$ cat config.mk
export PLATFORM = sky130hd
export DESIGN_NAME = key_debounce_pulse
export DESIGN_NICKNAME = d
export VERILOG_FILES = /design/src/rtl/key_debounce_pulse_pkg.sv /design/src/rtl/sync_2ff.sv /design/src/rtl/key_debounce_pulse.sv
export SDC_FILE = /design/constraint.sdc
export NUM_CORES = 1
export LEC_CHECK = 0
export ABC_AREA = 0
export CAP_MARGIN = 20
export CORE_MARGIN = 3
export CORE_UTILIZATION = 59
export DETAILED_ROUTE_END_ITERATION = 10
export GPL_TIMING_DRIVEN = 0
export PLACE_DENSITY = 0.72
export SYNTH_ARGS = -nofsm -noshare
export SYNTH_HDL_FRONTEND = slang
export SYNTH_HIERARCHICAL = 1
export SYNTH_SLANG_ARGS = --single-unit
$ cat constraint.sdc
create_clock -name clk -period 2.8 [get_ports clk]
set_clock_uncertainty 0.2 [all_clocks]
set_input_delay 0.42 -clock clk [delete_from_list [all_inputs] [get_ports clk]]
set_output_delay 0.42 -clock clk [all_outputs]
set_load 0.05 [all_outputs]
$ cat src/rtl/key_debounce_pulse_pkg.sv
// Shared types and board timing defaults for the pushbutton front end.
package key_debounce_pulse_pkg;

    typedef enum logic [1:0] {
        IDLE      = 2'b00,
        PRESS_CHK = 2'b01,
        HELD      = 2'b10,
        REL_CHK   = 2'b11
    } state_t;

    // 50 MHz board clock
    localparam int unsigned DEF_DEBOUNCE_CYCLES = 1_000_000;
    localparam int unsigned DEF_REPEAT_DELAY    = 25_000_000;
    localparam int unsigned DEF_REPEAT_PERIOD   = 5_000_000;

    function automatic int unsigned max3(
        input int unsigned a,
        input int unsigned b,
        input int unsigned c
    );
        int unsigned m;
        m = (a > b) ? a : b;
        return (m > c) ? m : c;
    endfunction

endpackage

$ cat src/rtl/sync_2ff.sv
// Two-flop synchronizer for a single asynchronous input bit.
module sync_2ff (
    input  logic clk,
    input  logic rst_n,
    input  logic d,
    output logic q
);

    logic meta;

    always_ff @(posedge clk or negedge rst_n) begin
        if (!rst_n) begin
            meta <= 1'b0;
            q    <= 1'b0;
        end else begin
            meta <= d;
            q    <= meta;
        end
    end

endmodule

$ cat src/rtl/key_debounce_pulse.sv
// Debounced button: clean level plus press/release/auto-repeat pulses.
module key_debounce_pulse
    import key_debounce_pulse_pkg::*;
#(
    parameter int unsigned DEBOUNCE_CYCLES = DEF_DEBOUNCE_CYCLES,
    parameter bit          REPEAT_EN       = 1'b1,
    parameter int unsigned REPEAT_DELAY    = DEF_REPEAT_DELAY,
    parameter int unsigned REPEAT_PERIOD   = DEF_REPEAT_PERIOD
) (
    input  logic clk,
    input  logic rst_n,
    input  logic btn_raw,
    output logic btn_level,
    output logic btn_press,
    output logic btn_release,
    output logic btn_repeat
);

    localparam int unsigned MAXV =
        max3(DEBOUNCE_CYCLES, REPEAT_DELAY, REPEAT_PERIOD);
    localparam int CW = $clog2(MAXV) + 1;

    localparam logic [CW-1:0] DB_LAST   = CW'(DEBOUNCE_CYCLES - 1);
    localparam logic [CW-1:0] REP_FIRST = CW'(REPEAT_DELAY - 1);
    localparam logic [CW-1:0] REP_NEXT  = CW'(REPEAT_PERIOD - 1);

    function automatic logic [CW-1:0] sat_inc(input logic [CW-1:0] v);
        return (v == '1) ? v : v + 1'b1;
    endfunction

    logic          s_in;
    state_t        state, state_nxt;
    logic [CW-1:0] cnt, cnt_nxt;
    logic [CW-1:0] rcnt, rcnt_nxt;
    logic          first, first_nxt;
    logic          press_nxt, rel_nxt, rep_nxt, level_nxt;

    sync_2ff u_sync (
        .clk   (clk),
        .rst_n (rst_n),
        .d     (btn_raw),
        .q     (s_in)
    );

    always_ff @(posedge clk or negedge rst_n) begin
        if (!rst_n) begin
            state       <= IDLE;
            cnt         <= '0;
            rcnt        <= '0;
            first       <= 1'b1;
            btn_level   <= 1'b0;
            btn_press   <= 1'b0;
            btn_release <= 1'b0;
            btn_repeat  <= 1'b0;
        end else begin
            state       <= state_nxt;
            cnt         <= cnt_nxt;
            rcnt        <= rcnt_nxt;
            first       <= first_nxt;
            btn_level   <= level_nxt;
            btn_press   <= press_nxt;
            btn_release <= rel_nxt;
            btn_repeat  <= rep_nxt;
        end
    end

    always_comb begin
        state_nxt = state;
        cnt_nxt   = cnt;
        rcnt_nxt  = rcnt;
        first_nxt = first;
        press_nxt = 1'b0;
        rel_nxt   = 1'b0;
        rep_nxt   = 1'b0;
        case (state)
            IDLE: begin
                if (s_in) begin
                    state_nxt = PRESS_CHK;
                    cnt_nxt   = '0;
                end
            end
            PRESS_CHK: begin
                if (!s_in) begin
                    state_nxt = IDLE;
                end else if (cnt == DB_LAST) begin
                    state_nxt = HELD;
                    press_nxt = 1'b1;
                    rcnt_nxt  = '0;
                    first_nxt = 1'b1;
                end else begin
                    cnt_nxt = sat_inc(cnt);
                end
            end
            HELD: begin
                if (!s_in) begin
                    state_nxt = REL_CHK;
                    cnt_nxt   = '0;
                    rcnt_nxt  = sat_inc(rcnt);
                end else if (REPEAT_EN &&
                             rcnt >= (first ? REP_FIRST : REP_NEXT)) begin
                    rep_nxt   = 1'b1;
                    rcnt_nxt  = '0;
                    first_nxt = 1'b0;
                end else begin
                    rcnt_nxt = sat_inc(rcnt);
                end
            end
            REL_CHK: begin
                // repeat timer keeps running but cannot fire here
                rcnt_nxt = sat_inc(rcnt);
                if (s_in) begin
                    state_nxt = HELD;
                end else if (cnt == DB_LAST) begin
                    state_nxt = IDLE;
                    rel_nxt   = 1'b1;
                end else begin
                    cnt_nxt = sat_inc(cnt);
                end
            end
            default: state_nxt = IDLE;
        endcase
        level_nxt = (state_nxt == HELD) || (state_nxt == REL_CHK);
    end

endmodule

Word level (Yosys, flattened, before mapping) --
Cells that the tools add are included.
Storage, ports and cells: register bits 61
Cells by class: $add $sub $neg 2, magnitude comparators 1, equal/unequal tests 15, mux-type cells 34, reduce and logical (&&, ||, !) cells 7
Operators with widths (count):
- 26-bit two-way mux | 11
- 26-bit case mux with 4 select lines | 1
- 26-bit case mux with 3 select lines | 1
- 26-bit by 1-bit adder with 26-bit output, second input constant | 2
- 26-bit == test, second input constant | 2
- 26-bit by 20-bit == test with 1-bit output, second input constant | 1
- 26-bit by 25-bit >= comparator with 1-bit output | 1
- 25-bit two-way mux | 1
- 1-bit two-way mux | 12
- 2-bit two-way mux | 6
- 2-bit == test, second input constant | 4
- 2-bit != test, second input constant | 4
- 2-bit case mux with 4 select lines | 1
- 2-bit by 1-bit != test with 1-bit output, second input constant | 3
- 5-bit AND reduction | 1
- 4-bit AND reduction | 1
- 3-bit AND reduction | 1
- 3-bit nonzero test | 1
- 2-bit by 1-bit == test with 1-bit output, second input constant | 1
- 2-bit logical NOT | 1
- 1-bit case mux with 2 select lines | 1
- 2-bit nonzero test | 1
- 1-bit logical OR | 1

Longest topological paths before layout --
depth in word-level cells 6, gate-level depth with buffers 10, mapped depth without buffers 9

Hierarchy --
Netlist, hierarchy kept.
By module, submodules not included:
- key_debounce_pulse | instances 1, cells each 394, area an instance 3509.6 um2, sequential area each 1452.6 um2
- sync_2ff | instances 1, cells each 2, area an instance 50.0 um2, sequential area each 50.0 um2

Least setup slack after synthesis --
OpenSTA, ideal clock, no wires.
kind reg-to-reg, start point register first, end point register rcnt[0], arrival time 2167 ps, required time 2478 ps, path slack 311 ps, cell stages (with the launch flop) 10, path through dfstp_2 > inv_1 > ha_1 > nor4b_1 > nand3_1 > o211ai_1 > a31oi_1 > nor2b_1 > buf_2 > nor2_1
Between the ends: longest elaborated chain between the ends 5
RTL lines:
- from (decl) | line key_debounce_pulse.sv:35 | logic first, first_nxt;
- from (signal assigned) | line key_debounce_pulse.sv:59 | first <= first_nxt;
- 25-bit two-way mux | line key_debounce_pulse.sv:100 | rcnt >= (first ? REP_FIRST : REP_NEXT)) begin
- 26-bit by 25-bit >= comparator with 1-bit output | line key_debounce_pulse.sv:100
- 26-bit two-way mux | line key_debounce_pulse.sv:99 | end else if (REPEAT_EN &&
- 26-bit two-way mux | line key_debounce_pulse.sv:95 | if (!s_in) begin
- 26-bit case mux with 3 select lines | line key_debounce_pulse.sv:75 | case (state)
- to (signal assigned) | line key_debounce_pulse.sv:58 | rcnt <= rcnt_nxt;
- to (decl) | line key_debounce_pulse.sv:34 | logic [CW-1:0] rcnt, rcnt_nxt;
Every way passes these cells. A chain may end at the register's enable or synchronous reset.

Worst setup path in the final report --
start point register first, end point register rcnt[9]
The elaborated chain is that of the path after synthesis.

==> summary.txt <==
Status
  – Status: finished, violations left
  – Violated checks: negative setup slack

STA
  – Setup-failing EPs final: 14
  – Period minus WS final: slightly below 3000 ps
  – Number of hold violations in the final report: 0
  – Slew HR: 0.580
  – Highest Clock Rate: 344 MHz
  – Worst Tran Pin Value: between 600 and 700 ps
  – Slew Viols, Final: 0
  – Final Cycle Share: 1.04
  – Setup ws final: -107 ps
  – RSZ-0062 raised after global routing: true

Critical path
  – Crit path kind: reg2reg
  – Worst-path fanout max: 8
  – Worst Path Required: 2870 ps
  – Worst setup SP type: flip-flop
  – Critical Path AT: 2970 ps
  – Worst setup EP type: flip-flop

Worst hold path
  – Hold/Removal Path Class: reg2reg

Power and ir drop
  – VDD IR max: between 0.2 and 0.3 mV
  – Power Dens Cells: about 430 mW/mm²
  – P_leak: 1.73 nW

Clock tree
  – Num CTS Buffers: 9
  – H-Tree Depth: 3
  – Clock Sinks: 60
  – Clk root buf: clkbuf_8
  – CTS tree: done
  – Clock transition at path regs: ~80 ps
  – CTS max path bufs: 2
  – Clock Latency Late Sink: roughly 350 ps

Placed design
  – Placed Area: between 0.003 and 0.004 mm²
  – # port buffers: 6
  – Inst Count DP: between 400 and 500
  – GPL Wtd Cong: 0.958
  – Setup slack at placement: -114 ps
  – Dpl hpwl: 5960 µm

Routing
  – Initial DRC Count: ~210
  – Post-DR wirelength/cell: 17.8 µm
  – Vias per inst: roughly 6.4
  – Routed vias: approximately 3.2k
  – DRC viols: 0
  – Antenna Nets Post-Route: 0
  – DRT Wirelength: about 9000 µm
  – Pre-Repair DR Iteration Count: 4

Synth
  – Share of the synthesized area in the top cell type: 0.415
  – Net Count, Synth: between 400 and 500
  – Unique masters post-synth: 57
  – Dominant cell type by area after synthesis: dfrtp_1
  – Synthesized flop and latch total: 60
  – Synth warn: 6
  – Syn Inst Count: between 300 and 400
  – Dominant synthesized flop cell: dfrtp_1
  – Asr flop ratio synth: 1.00
  – Synth area leaders: dfrtp_1 41%, nand2_1 4.5%, nor2_1 4.3%
  – Seq/Total Area, Yosys: 0.422
  – Mean area per synthesized cell: 8.99 µm²
  – Cell Area, Synth: 0.00356 mm²
  – Number of synthesized flops with an enable pin: 0

Die
  – Cell Rows: 27
  – # IOs: 7
  – Initial Util: 0.627
  – Die ar.: about 0.007 mm²
  – Die X: 83.7 µm
  – Core area: 0.00568 mm²
  – Die height: around 84 µm

Finish
  – Post-layout instance area: approximately 0.0041 mm²
  – Share of cells above drive strength 1: 0.159
  – Layout Nets: approximately 440
  – Non-Filler Instances: approximately 510
  – Area growth, synth to finish: 16.5%
  – Util after Layout: 0.731
  – Fill count: 437
  – # diodes: 0

Global route
  – Initial antenna violation count: 0
  – Vias in the first global route: 3107
  – Gr usage total: 0.257
  – Pin count of the biggest net entering global routing: 42
  – Grt ovf: 0
  – Global-route wire length before repair: approximately 14000 µm

Job
  – MaxCap Viol Count: 0
## per-stage QoR
stage               power [mW]  hold slack [ps]  TNS [ps]
floorplan                0.936            -75.6         0
global placement         0.969              136    -45990
detailed placement       0.973              146     -1440
CTS                       1.78              162     -9.16
global route              1.83              170     -2410
finish                    1.78              159      -830
## cells in the final DEF, fill, tap and decap left out, types with 4 or more instances in the layout
cell | synthesis | layout
dfrtp_1 | 59 | 59
nand2_1 | 43 | 43
nor2_1 | 41 | 40
nand3_1 | 26 | 26
a21oi_1 | 25 | 25
nand4_1 | 18 | 18
and3_1 | 12 | 12
nor3_1 | 13 | 12
a31oi_1 | 11 | 11
clkbuf_8 | 0 | 11
buf_4 | 1 | 11
o21ai_0 | 11 | 10
xor2_1 | 10 | 10
xnor2_1 | 10 | 10
buf_2 | 8 | 9
nor4_1 | 8 | 8
clkbuf_1 | 7 | 8
inv_1 | 7 | 6
ha_1 | 10 | 6
and4_1 | 5 | 5
nand2b_1 | 5 | 5
clkdlybuf4s50_1 | 0 | 5
o21ai_1 | 3 | 4
buf_6 | 1 | 4
a41oi_1 | 4 | 4
mux2i_1 | 4 | 4
ha_4 | 0 | 4
## cells by family after synthesis
family	synth area share
xor gates and xnor gates	0.0492
DFF	0.422
and+or+nand+nor	0.308
muxes	0.0144
AOI/OAI and AO/OA	0.137
buffers and inverters	0.0337
adders and majority gates	0.0351
## final cells by class
class	count	area, µm²	share of cell area
buffer	18	100	0.0241
clock buffer	12	155	0.0374
clock inverter	4	47.5	0.0115
inverter	8	33.8	0.00814
multi-input combinational	310	2010	0.486
sequential	60	1500	0.362
tap	72	90.1	0.0217
timing repair buffer	22	204	0.0492
## sequential cells by signal, indices dropped and copies added, names as in the netlist
register,cells
u_sync/meta,1
btn_release,1
btn_level,1
u_sync/q,1
state,1
btn_press,1
first,1
cnt,26
rcnt,26
btn_repeat,1
## where the power goes
group,switching [mW],leakage [nW],internal (mW),total (mW)
Sequential,0.0124,0.825,0.877,0.890
Clock,0.367,0.102,0.457,0.824
Combinational,0.0476,0.797,0.0214,0.0690
Total,0.427,1.73,1.36,1.78
## worst paths after layout
kind                                       startpoint              endpoint  slack, ps  cells after the start
worst max-delay path                first$_DFFE_PN1P_   rcnt[9]$_DFFE_PN0P_       -110                     11
worst min-delay path            u_sync/meta$_DFF_PN0_    u_sync/q$_DFF_PN0_        160                      0
worst max register to register      first$_DFFE_PN1P_   rcnt[9]$_DFFE_PN0P_       -110                     11
worst min register to register  u_sync/meta$_DFF_PN0_    u_sync/q$_DFF_PN0_        160                      0
max in group asynchronous                       rst_n     first$_DFFE_PN1P_       1390                      3
min in group asynchronous                       rst_n  rcnt[19]$_DFFE_PN0P_        370                      2
## timing repair
item,in CTS,in global routing
pin swaps,3,11
hold buffers,1,0
buffers inserted,8,4
endpoints found under the setup margin,23,37
hold endpoints to repair,19,0
cloned,0,2
resized for setup,8,9
## cell usage after synthesis, types with 3 or more instances
master	count
dfrtp_1	59
nand2_1	43
clkbuf_1	7
o21ai_0	11
nand3_1	26
a311oi_1	3
or3_1	3
mux2i_1	4
buf_2	8
o21ai_1	3
and4_1	5
a31oi_1	11
nor4b_1	3
and3_1	12
nand2b_1	5
inv_1	7
nor4_1	8
nor3_1	13
a21oi_1	25
nor2_1	41
nand4b_1	3
nor4_2	3
a22o_1	3
a41oi_1	4
ha_1	10
xnor2_1	10
nand4_1	18
xor2_1	10
## routing by layer
layer,vias up,track usage,wire length (µm)
met1,1552,0.315,3680
met3,37,0.0346,419
met4,0,0.146,360
met5,-,0,0
li1,1541,-,-
met2,113,0.432,4550
## critical path, cell delays in order (launching register included)
cell,delay [ps]
dfstp_2,570
clkinvlp_4,120
buf_12,150
ha_1,300
a211o_1,280
o21ai_1,150
o211ai_1,100
buf_4,170
a31oi_4,320
buf_2,230
nand2_1,60
a31oi_1,170
Note: power is estimated with default switching activity, not from simulation.
==> edit: new RTL, same flow settings <==
The parameter `REPEAT_EN` goes from 1'b1 to 1'b0.
--- a/src/rtl/key_debounce_pulse.sv
+++ b/src/rtl/key_debounce_pulse.sv
@@ -3,7 +3,7 @@
     import key_debounce_pulse_pkg::*;
 #(
     parameter int unsigned DEBOUNCE_CYCLES = DEF_DEBOUNCE_CYCLES,
-    parameter bit          REPEAT_EN       = 1'b1,
+    parameter bit          REPEAT_EN       = 1'b0,
     parameter int unsigned REPEAT_DELAY    = DEF_REPEAT_DELAY,
     parameter int unsigned REPEAT_PERIOD   = DEF_REPEAT_PERIOD
 ) (
Function: same outputs for any inputs over 10 cycles, from zero or initial values and one cycle with rst_n low; that may be too few to reach the edited logic, so the function may still have changed.
==> edit against the unedited design <==
Total power is 56% lower. Worst setup slack better by 0.26 ns. Synthesized cell count is 47% lower. Fmax is 9.8% higher. Critical path depth is 2 lower. Routed wire length is 48% lower. Final area is 48% lower. Largest power group unchanged. Critical endpoint is now cnt[14]. Synthesized area is 45% lower. Sequential cell count is 28 lower.
==> edit: results (changes against the unedited design) <==
stage,metric,value,unit,change
outcome,status,finished clean,,
final_layout,register area,800.8,um2,-47%
pwr,Worst VDD drop,0.3134,mV,+7.9%
critical_path,R2R Path End,cnt[14],,
final_layout,"Buffers, non-clock",21,,-48%
logic_synthesis,register area share after synthesis,40.71,%,-1.5 points
drt,Avg Vias per Cell,6.653,,+3.8%
logic_synthesis,post-synth net total,215,,-47%
drt,DR iter-0 viols,200,,-6.5%
logic_synthesis,post-synthesis compound-gate area fraction,23.98,%,+10 points
critical_path,"Slowest-stage cell, CP",or4_1,,
global_routing,M1 GR Usage,37.01,%,+5.6 points
final_layout,area delta synth->final,9.097,%,
critical_path,"critical path fanouts, max",10,,+2
global_routing,first-pass GRT wire length,8369,um,-42%
pwr,NetSw,205.8,uW,-52%
critical_path,path depth of the worst reg2reg path,9,,-2
clocking,CTS sink count,32,,-47%
clocking,postcts setup bufs,0,,-8
placement,placed insts,261,,-45%
clocking,post_cts resized,0,,-8
logic_synthesis,mux contribution to synthesized area,0,%,-1.4 points
critical_path,worst r2r src,cnt[0],,
logic_synthesis,most common library cells after synthesis,"32 x dfrtp_1, 18 x o21ai_0, 17 x nand3_1, 16 x o31ai_1, 15 x nand2_1",,
final_layout,Multi-input gate area,1051,um2,-48%
placement,Final Wtd Congestion,0.9229,,-3.6%
drt,DR pass1 iterations,5,,+1
final_layout,final-layout clock buffer total,6,,-6
drt,via count,1783,,-45%
placement,DP Area,2100,um2,-44%
global_routing,met3 Usage GRT,6.327,%,+2.9 points
logic_synthesis,Post-Synth XOR/XNOR Area,0.4453,%,-4.5 points
logic_synthesis,synth top area cells,"dfrtp_1 41%, o31ai_1 6.1%, o21ai_0 4.6%, nand3_1 4.3%, and3_1 2.9%",,
drt,Avg WL per Cell,17.63,um,-0.93%
final_layout,share of layout cells above drive strength 1,12.95,%,-3.0 points
clocking,clk slew on worst S/H paths,0.10,ns,+0.02 ns
timing,worst setup margin,0.1525,ns,+0.2595 ns
timing,relative slew slack,50.07,%,-7.9 points
final_layout,multi-input gate count,160,,-48%
logic_synthesis,Yosys cell types,50,,-12%
pwr,P_leak,0.9112,nW,-47%
clocking,H-tree Lvls,2,,-1
global_routing,largest net degree at the start of global routing,19,,-55%
critical_path,"Arr. time, crit path",2.65,ns,-0.32 ns
final_layout,inverter count,4,,-4
logic_synthesis,Gate Count Post-Synth,211,,-47%
final_layout,fraction of cell area in non-clock buffers,8.280,%,+0.95 points
logic_synthesis,post-synthesis adder-cell area fraction,0.6361,%,-2.9 points
global_routing,vias in the first global route,1737,,-44%
global_routing,Tot GR Track Use,26.65,%,+0.99 points
final_layout,Layout Nets,228,,-48%
placement,# port buffers,5,,-1
clocking,root buffer cell,clkbuf_4,,
final_layout,fill count,266,,-39%
critical_path,top cell family by delay on the critical path,simple AND/OR/NAND/NOR gates,,
placement,pre-CTS setup slack,0.1936,ns,+0.3074 ns
==> edit: layer usage <==
metal,wire length (um),part of all wire [%]
met5,0,0
met4,168,3.6
met3,339,7.2
met2,2061,44
met1,2155,46
==> edit: worst min path at each step <==
stage                     start  slack, ns  depth (start not counted)   endpoint
finish              u_sync/meta       0.16                          0   u_sync/q
global route        u_sync/meta       0.16                          0   u_sync/q
CTS                 u_sync/meta       0.16                          0   u_sync/q
detailed placement  u_sync/meta       0.14                          0   u_sync/q
global placement    u_sync/meta       0.13                          0   u_sync/q
floorplan                 rst_n      -0.08                          0  btn_level
==> edit: power groups by stage <==
stage / Sequential [mW] / Clock [mW] / Combinational [mW]
floorplan: 0.484 / 0 / 0.0425
global placement: 0.485 / 0 / 0.0644
detailed placement: 0.486 / 0 / 0.0711
CTS: 0.477 / 0.253 / 0.0712
global route: 0.478 / 0.278 / 0.0801
finish: 0.477 / 0.245 / 0.0707
